--- src/rtl/ahb_lite_master_if_pkg.sv ---
// Shared definitions for the AHB-Lite master interface.
// Holds the bus FSM state type, htrans/hprot encodings, funct3 size and
// sign constants, and the alignment check used by the request front end.
package ahb_lite_master_if_pkg;

  typedef enum logic [1:0] {
    IDLE,
    ADDR,
    DATA,
    ERR2
  } bus_state_e;

  localparam logic [1:0] HTRANS_IDLE   = 2'b00;
  localparam logic [1:0] HTRANS_NONSEQ = 2'b10;

  localparam logic [3:0] HPROT_DEFAULT = 4'b0011;

  // funct3[1:0] is the access size, funct3[2] selects zero-extension
  localparam logic [1:0] SIZE_BYTE  = 2'd0;
  localparam logic [1:0] SIZE_HALF  = 2'd1;
  localparam logic [1:0] SIZE_WORD  = 2'd2;
  localparam logic [1:0] SIZE_DWORD = 2'd3;
  localparam int unsigned FN3_UNSIGNED_BIT = 2;

  function automatic logic is_misaligned(input logic [1:0] size,
                                         input logic [2:0] addr_lo);
    logic mis;
    case (size)
      SIZE_BYTE: mis = 1'b0;
      SIZE_HALF: mis = addr_lo[0];
      SIZE_WORD: mis = |addr_lo[1:0];
      default:   mis = |addr_lo;
    endcase
    return mis;
  endfunction

endpackage

--- src/rtl/ahb_wbuf_fifo.sv ---
// Posted-write buffer: a small synchronous FIFO.
// Ports: push/din write an entry, pop retires the head, dout shows the head,
// full/empty report occupancy. Push and pop in the same cycle are both
// honoured, including when full. Pointers wrap modulo DEPTH.
module ahb_wbuf_fifo #(
  parameter int unsigned DEPTH = 2,
  parameter int unsigned WIDTH = 8
) (
  input  logic             clk,
  input  logic             reset,
  input  logic             push,
  input  logic [WIDTH-1:0] din,
  input  logic             pop,
  output logic [WIDTH-1:0] dout,
  output logic             full,
  output logic             empty
);

  localparam int unsigned PW = (DEPTH > 1) ? $clog2(DEPTH) : 1;
  localparam int unsigned CW = $clog2(DEPTH + 1);

  logic [WIDTH-1:0] mem [DEPTH];
  logic [PW-1:0]    wptr;
  logic [PW-1:0]    rptr;
  logic [CW-1:0]    count;

  function automatic logic [PW-1:0] next_ptr(input logic [PW-1:0] p);
    return (p == PW'(DEPTH - 1)) ? '0 : p + PW'(1);
  endfunction

  assign dout  = mem[rptr];
  assign full  = (count == CW'(DEPTH));
  assign empty = (count == '0);

  always_ff @(posedge clk or negedge reset) begin
    if (!reset) begin
      wptr  <= '0;
      rptr  <= '0;
      count <= '0;
    end else begin
      if (push) wptr <= next_ptr(wptr);
      if (pop)  rptr <= next_ptr(rptr);
      if (push && !pop)      count <= count + CW'(1);
      else if (pop && !push) count <= count - CW'(1);
    end
  end

  always_ff @(posedge clk) begin
    if (push) mem[wptr] <= din;
  end

endmodule

--- src/rtl/ahb_lite_master_if.sv ---
// AHB-Lite master for a RISC-V style load/store port.
// Core side: req_* request handshake (stores are posted through a write
// buffer, loads wait for it to drain), rsp_* load completion, sticky wr_err
// for posted-write failures, wbuf_empty status.
// Bus side: single NONSEQ transfers, stores may overlap the previous data
// phase; two-cycle ERROR responses cancel any overlapped address.
module ahb_lite_master_if
  import ahb_lite_master_if_pkg::*;
#(
  parameter int unsigned ADDR_W     = 32,
  parameter int unsigned DATA_W     = 32,
  parameter int unsigned WBUF_DEPTH = 2
) (
  input  logic              clk,
  input  logic              reset,
  input  logic              req_valid,
  output logic              req_ready,
  input  logic              req_write,
  input  logic [ADDR_W-1:0] req_addr,
  input  logic [2:0]        req_fn3,
  input  logic [DATA_W-1:0] req_wdata,
  output logic              rsp_valid,
  output logic [DATA_W-1:0] rsp_rdata,
  output logic              rsp_err,
  output logic              wr_err,
  input  logic              wr_err_clr,
  output logic              wbuf_empty,
  output logic [ADDR_W-1:0] haddr,
  output logic [1:0]        htrans,
  output logic              hwrite,
  output logic [2:0]        hsize,
  output logic [3:0]        hprot,
  output logic [DATA_W-1:0] hwdata,
  input  logic              hready,
  input  logic              hresp,
  input  logic [DATA_W-1:0] hrdata
);

  localparam int unsigned NB     = DATA_W / 8;
  localparam int unsigned LANE_W = $clog2(NB);
  localparam int unsigned EW     = ADDR_W + 2 + DATA_W;

  function automatic logic [DATA_W-1:0] replicate(input logic [DATA_W-1:0] d,
                                                  input logic [1:0] sz);
    logic [DATA_W-1:0] r;
    int unsigned span;
    r    = '0;
    span = 32'd1 << sz;
    for (int unsigned i = 0; i < NB; i++)
      r = r | (DATA_W'(8'(d >> ((i % span) * 8))) << (i * 8));
    return r;
  endfunction

  function automatic logic [DATA_W-1:0] load_extend(input logic [DATA_W-1:0] d,
                                                    input logic [LANE_W-1:0] lane,
                                                    input logic [2:0] fn3);
    logic [DATA_W-1:0] sh, mask, top;
    int unsigned nbits;
    logic fill;
    sh    = d >> {lane, 3'b000};
    nbits = 32'd8 << fn3[1:0];
    if (nbits > DATA_W) nbits = DATA_W;
    mask  = (nbits >= DATA_W) ? '1 : ((DATA_W'(1) << nbits) - DATA_W'(1));
    top   = sh >> (nbits - 1);
    fill  = !fn3[FN3_UNSIGNED_BIT] && top[0];
    return (sh & mask) | ({DATA_W{fill}} & ~mask);
  endfunction

  bus_state_e state, state_nx;
  logic              run;
  logic              ld_pend, mis_pend;
  logic [ADDR_W-1:0] ld_addr;
  logic [2:0]        ld_fn3;
  logic              d_write;
  logic [2:0]        d_fn3;
  logic [LANE_W-1:0] d_lane;
  logic [DATA_W-1:0] d_wdata;

  logic              f_push, f_pop, f_full, f_empty;
  logic [EW-1:0]     f_din, f_dout;
  logic [ADDR_W-1:0] head_addr;
  logic [1:0]        head_size;
  logic [DATA_W-1:0] head_wdata;

  logic in_flight, ld_busy, ld_ok, req_mis, acc;
  logic ld_acc, mis_ld, mis_st, wr_err_set;
  logic overlap, addr_phase, src_load;

  assign {head_addr, head_size, head_wdata} = f_dout;

  assign req_mis    = is_misaligned(req_fn3[1:0], req_addr[2:0]);
  assign in_flight  = (state == DATA) || (state == ERR2);
  assign wbuf_empty = f_empty && !(in_flight && d_write);
  assign ld_busy    = ld_pend || mis_pend || (in_flight && !d_write);
  assign ld_ok      = wbuf_empty && !ld_busy;

  // Next buffered store overlaps the current data phase; an ERROR first
  // cycle withdraws it so the slave never sees it.
  assign overlap    = (state == DATA) && !f_empty && !hresp;
  assign addr_phase = (state == ADDR) || overlap;
  assign src_load   = (state == ADDR) && ld_pend;
  assign f_pop      = addr_phase && hready && !src_load;

  assign req_ready  = run && (req_write ? (req_mis || !f_full || f_pop) : ld_ok);
  assign acc        = req_valid && req_ready;
  assign f_push     = acc && req_write && !req_mis;
  assign ld_acc     = acc && !req_write && !req_mis;
  assign mis_ld     = acc && !req_write && req_mis;
  assign mis_st     = acc && req_write && req_mis;
  assign wr_err_set = mis_st || ((state == ERR2) && d_write);
  assign f_din      = {req_addr, req_fn3[1:0], replicate(req_wdata, req_fn3[1:0])};

  ahb_wbuf_fifo #(
    .DEPTH (WBUF_DEPTH),
    .WIDTH (EW)
  ) u_wbuf (
    .clk   (clk),
    .reset (reset),
    .push  (f_push),
    .din   (f_din),
    .pop   (f_pop),
    .dout  (f_dout),
    .full  (f_full),
    .empty (f_empty)
  );

  always_ff @(posedge clk or negedge reset) begin
    if (!reset) state <= IDLE;
    else        state <= state_nx;
  end

  // An overlapped address accepted with the closing hready is already in
  // its data phase, so DATA is re-entered rather than re-issuing it in ADDR.
  always_comb begin
    state_nx = state;
    case (state)
      IDLE: if (!f_empty || ld_acc) state_nx = ADDR;
      ADDR: if (hready) state_nx = DATA;
      DATA: begin
        if (hready) begin
          if (overlap)                 state_nx = DATA;
          else if (!f_empty || f_push) state_nx = ADDR;
          else                         state_nx = IDLE;
        end else if (hresp) begin
          state_nx = ERR2;
        end
      end
      ERR2:    state_nx = IDLE;
      default: state_nx = IDLE;
    endcase
  end

  always_ff @(posedge clk or negedge reset) begin
    if (!reset) begin
      run      <= 1'b0;
      ld_pend  <= 1'b0;
      ld_addr  <= '0;
      ld_fn3   <= '0;
      mis_pend <= 1'b0;
      d_write  <= 1'b0;
      d_fn3    <= '0;
      d_lane   <= '0;
      d_wdata  <= '0;
      wr_err   <= 1'b0;
    end else begin
      run      <= 1'b1;
      mis_pend <= mis_ld;
      if (ld_acc) begin
        ld_pend <= 1'b1;
        ld_addr <= req_addr;
        ld_fn3  <= req_fn3;
      end else if (src_load && hready) begin
        ld_pend <= 1'b0;
      end
      if (addr_phase && hready) begin
        d_write <= !src_load;
        d_fn3   <= src_load ? ld_fn3 : {1'b0, head_size};
        d_lane  <= src_load ? ld_addr[LANE_W-1:0] : head_addr[LANE_W-1:0];
        d_wdata <= src_load ? '0 : head_wdata;
      end
      if (wr_err_set)      wr_err <= 1'b1;
      else if (wr_err_clr) wr_err <= 1'b0;
    end
  end

  assign htrans    = addr_phase ? HTRANS_NONSEQ : HTRANS_IDLE;
  assign haddr     = addr_phase ? (src_load ? ld_addr : head_addr) : '0;
  assign hwrite    = addr_phase && !src_load;
  assign hsize     = addr_phase ? {1'b0, (src_load ? ld_fn3[1:0] : head_size)} : '0;
  assign hprot     = HPROT_DEFAULT;
  assign hwdata    = d_wdata;

  assign rsp_valid = mis_pend || ((state == ERR2) && !d_write) ||
                     ((state == DATA) && hready && !hresp && !d_write);
  assign rsp_err   = mis_pend || ((state == ERR2) && !d_write);
  assign rsp_rdata = ((state == DATA) && !d_write) ? load_extend(hrdata, d_lane, d_fn3) : '0;

endmodule

--- config.mk ---
export PLATFORM = sky130hd
export DESIGN_NAME = ahb_lite_master_if
export DESIGN_NICKNAME = d
export VERILOG_FILES = /design/src/rtl/ahb_lite_master_if_pkg.sv /design/src/rtl/ahb_wbuf_fifo.sv /design/src/rtl/ahb_lite_master_if.sv
export SDC_FILE = /design/constraint.sdc
export NUM_CORES = 1
export LEC_CHECK = 0
export ABC_AREA = 0
export CAP_MARGIN = 10
export CORE_ASPECT_RATIO = 0.7
export CORE_MARGIN = 3
export CORE_UTILIZATION = 60
export DETAILED_ROUTE_END_ITERATION = 16
export GPL_ROUTABILITY_DRIVEN = 0
export PLACE_DENSITY_LB_ADDON = 0.08
export SETUP_SLACK_MARGIN = 0.2
export SLEW_MARGIN = 30
export SYNTH_ARGS = -nofsm -noshare
export SYNTH_HDL_FRONTEND = slang
export SYNTH_SLANG_ARGS = --single-unit
--- constraint.sdc ---
create_clock -name clk -period 15.76 [get_ports clk]
set_clock_uncertainty 0.15 [all_clocks]
set_input_delay 1.576 -clock clk [delete_from_list [all_inputs] [get_ports clk]]
set_output_delay 1.576 -clock clk [all_outputs]
set_load 0.02 [all_outputs]
==> results.toml <==
[synthesis]
yosys_warnings = 0
yosysSeqAreaShare_pct = 41.6
syn_area_per_cell_um2 = 10.1
synth_cells = 1439
synth_top_flop_cell = "edfxtp_1"
syn_area_um2 = 14500
async_flop_share_pct = 38.6
yosys_register_bits = 215
synthDistinctLibCells = 117
synth-edff-count = 132

[timing]
max-slew-margin-rel_pct = 41.8
fin_crit_sh_pct = 82.2
max_freq_mhz = 77.2
tightest_slew_ps = 874
hold_viol = 0
rsz0062_at_grt = "no"
period_needed_ps = 12950
fin_setup_tns_ps = 0
final_max_slew_viol_count = 0
holdWs_ps = 326
finalSetupViolCount = 0

[grt]
grt_start_max_net_pins = 77
overflow = 0
grtUsageTotal_pct = 32.6
grt_pass1_wl_um = 68500
antenna_found_initial = 2
grt_pass1_vias = 12371

[worst_setup_path]
cp_top_family = "compound AO/OA/AOI/OAI gates"
startpoint_type = "input pin"
max_stage_delay_ps = 880
path_max_fanout = 22
path_class = "input pin to flop"
cp_data_required_time_ps = 15920
path_common_cell = "nor2_1"
cp.arrival_ps = 13110
worst_path_max_delay_cell = "ha_1"
path_buf_inv = 3
end_kind = "flop"

[clock_tree]
h-tree-depth = 1
cts_tree = "yes"
post_cts_resized = 0
clk_pin_slew_worst_paths_ps = 60
cts_buffer_depth = 3
cts_sinks = 215
numCtsBuffers = 22
hold_buffers = 0
cts-root-buf = "clkbuf_16"
postCtsSetupRepairBufs = 0
insertion_delay_ps = 510

[die]
die_h_um = 136
initial_core_util_pct = 62.6
rows = 46
die-area_um2 = 26100
core_area_um2 = 23200
ios = 217
fp.dieW_um = 192

[run_status]
status = "finished, final reports clean"

[route]
drcViolationCount = 0
drt_iter0_markers = 1846
wl_um = 43900
wl_per_cell_um = 22.8
via_per_inst = 6.88
first_pass_iters = 7
detail-route-antenna-nets = 0
via_count = 13276

[finish]
area.sequential_um2 = 6040
final_layout_size_suffix_gt1_share_pct = 11.3
nets = 1726
mostFrequentLayoutCell = "clkdlybuf4s50_1"
final_cell_mix = "clkdlybuf4s50_1 (209), nand2_1 (137), edfxtp_1 (132)"
syn2layout_area_growth_pct = 20.1
multi_input_area_um2 = 7930
final.fill_count = 1562

[placed_design]
portBuffers = 210
hpwlAfterDp_um = 30300

[power]
power.leakage_nw = 6.41
irDropWorstVdd_uv = 109
p_per_area_nw_per_um2 = 147

[min_path]
hold_path_class = "flop to flop"

[job]
drv_cap = 0
[stage by stage]
step                      power, mW  worst slack [ps]  cells  util, %  area [um2]
after floorplan                1.58              5270   1446        -       14500
after global placement         1.99              3260   1887     71.8       16700
after detailed placement       2.02              2890   1887     71.9       16700
after CTS                      2.55              3320   1927     75.0       17400
after global routing           2.69              2080   1929     75.2       17400
final                          2.56              2810   1929     75.2       17400
[per-layer routing]
metal / global-route usage, % / share of wire, % / vias to the layer above
met2: 49.1 / 44 / 986
met1: 47.4 / 41 / 6318
met3: 8.94 / 13 / 105
met4: 7.33 / 2.4 / 2
li1: - / - / 5865
met5: 0 / 0.046 / -
[Yosys cell counts (all sizes together), types with 15 or more instances]
cell type  count  share of area (%)
and3          17               0.73
o21ai         59                2.1
dfrtp         83                 14
o31ai         38                2.0
mux2i         94                6.5
a31oi         19               0.82
and2          20               0.89
mux2          39                3.0
ha            20                1.7
nand2        139                3.6
clkbuf        58                1.6
nor2         133                3.5
nor2b         31                1.3
o41ai         15                1.2
buf           39                2.0
mux4          16                2.5
a21oi         82                3.1
inv           19               0.49
nor3          39                1.5
o211ai        23                1.2
nand3         28                1.0
a211oi        54                2.9
edfxtp       132                 27
o21a          24                1.3
[where the power goes]
group	internal, mW	total [mW]	switching, mW
clock	0.317	0.529	0.212
sequential	0.713	0.810	0.0974
combinational	0.507	1.22	0.717
total	1.54	2.56	1.03
[worst min-delay path, cell delays in order, from the launching register on]
cell	delay [ps]
dfrtp_1	340
nand2_1	50
o31ai_1	60
[path summary, 6_finish.rpt]
check,startpoint,endpoint,slack [ps],cells past startpoint
min in group asynchronous,reset,hwdata[12]$_DFFE_PN0P_,810,1
max reg2reg,u_wbuf.count[0]$_DFFE_PN0P_,u_wbuf.mem[0][20]$_DFFE_PP_,11590,14
max,req_fn3[1],u_wbuf.mem[1][3]$_DFFE_PP_,2810,30
min,hwdata[22]$_DFFE_PN0P_,hwdata[22]$_DFFE_PN0P_,330,2
max in group asynchronous,reset,u_wbuf.rptr$_DFFE_PN0P_,13370,2
min reg2reg,hwdata[22]$_DFFE_PN0P_,hwdata[22]$_DFFE_PN0P_,330,2
[registers in the layout, summed over array words and instances, names as in the netlist]
register	cells
wr_err	1
d_write	1
u_wbuf.mem	132
ld_addr	32
d_lane	2
u_wbuf.wptr	1
ld_pend	1
d_fn3	3
run	1
ld_fn3	3
u_wbuf.rptr	1
mis_pend	1
u_wbuf.count	2
hwdata	32
state	2
[logic make-up after synthesis]
family          Yosys count  share of synthesized area (%)
buf+inv                 119                           4.17
other cells               2                         0.0517
simple gates            477                           16.1
fa+ha+maj                20                           1.72
flops                   215                           41.6
mux                     149                           12.0
xor+xnor                 16                          0.966
compound gates          441                           23.4
[cell type report]
class                           instances  area share [%]
Clock inverter                         10           0.739
Tap cell                              312            2.24
Sequential cell                       215            34.7
Timing Repair Buffer                  228            13.0
Multi-Input combinational cell       1112            45.5
Clock buffer                           30            3.45
Antenna cell                            1          0.0144
Inverter                               21           0.452
(Power assumes the default switching activity.)
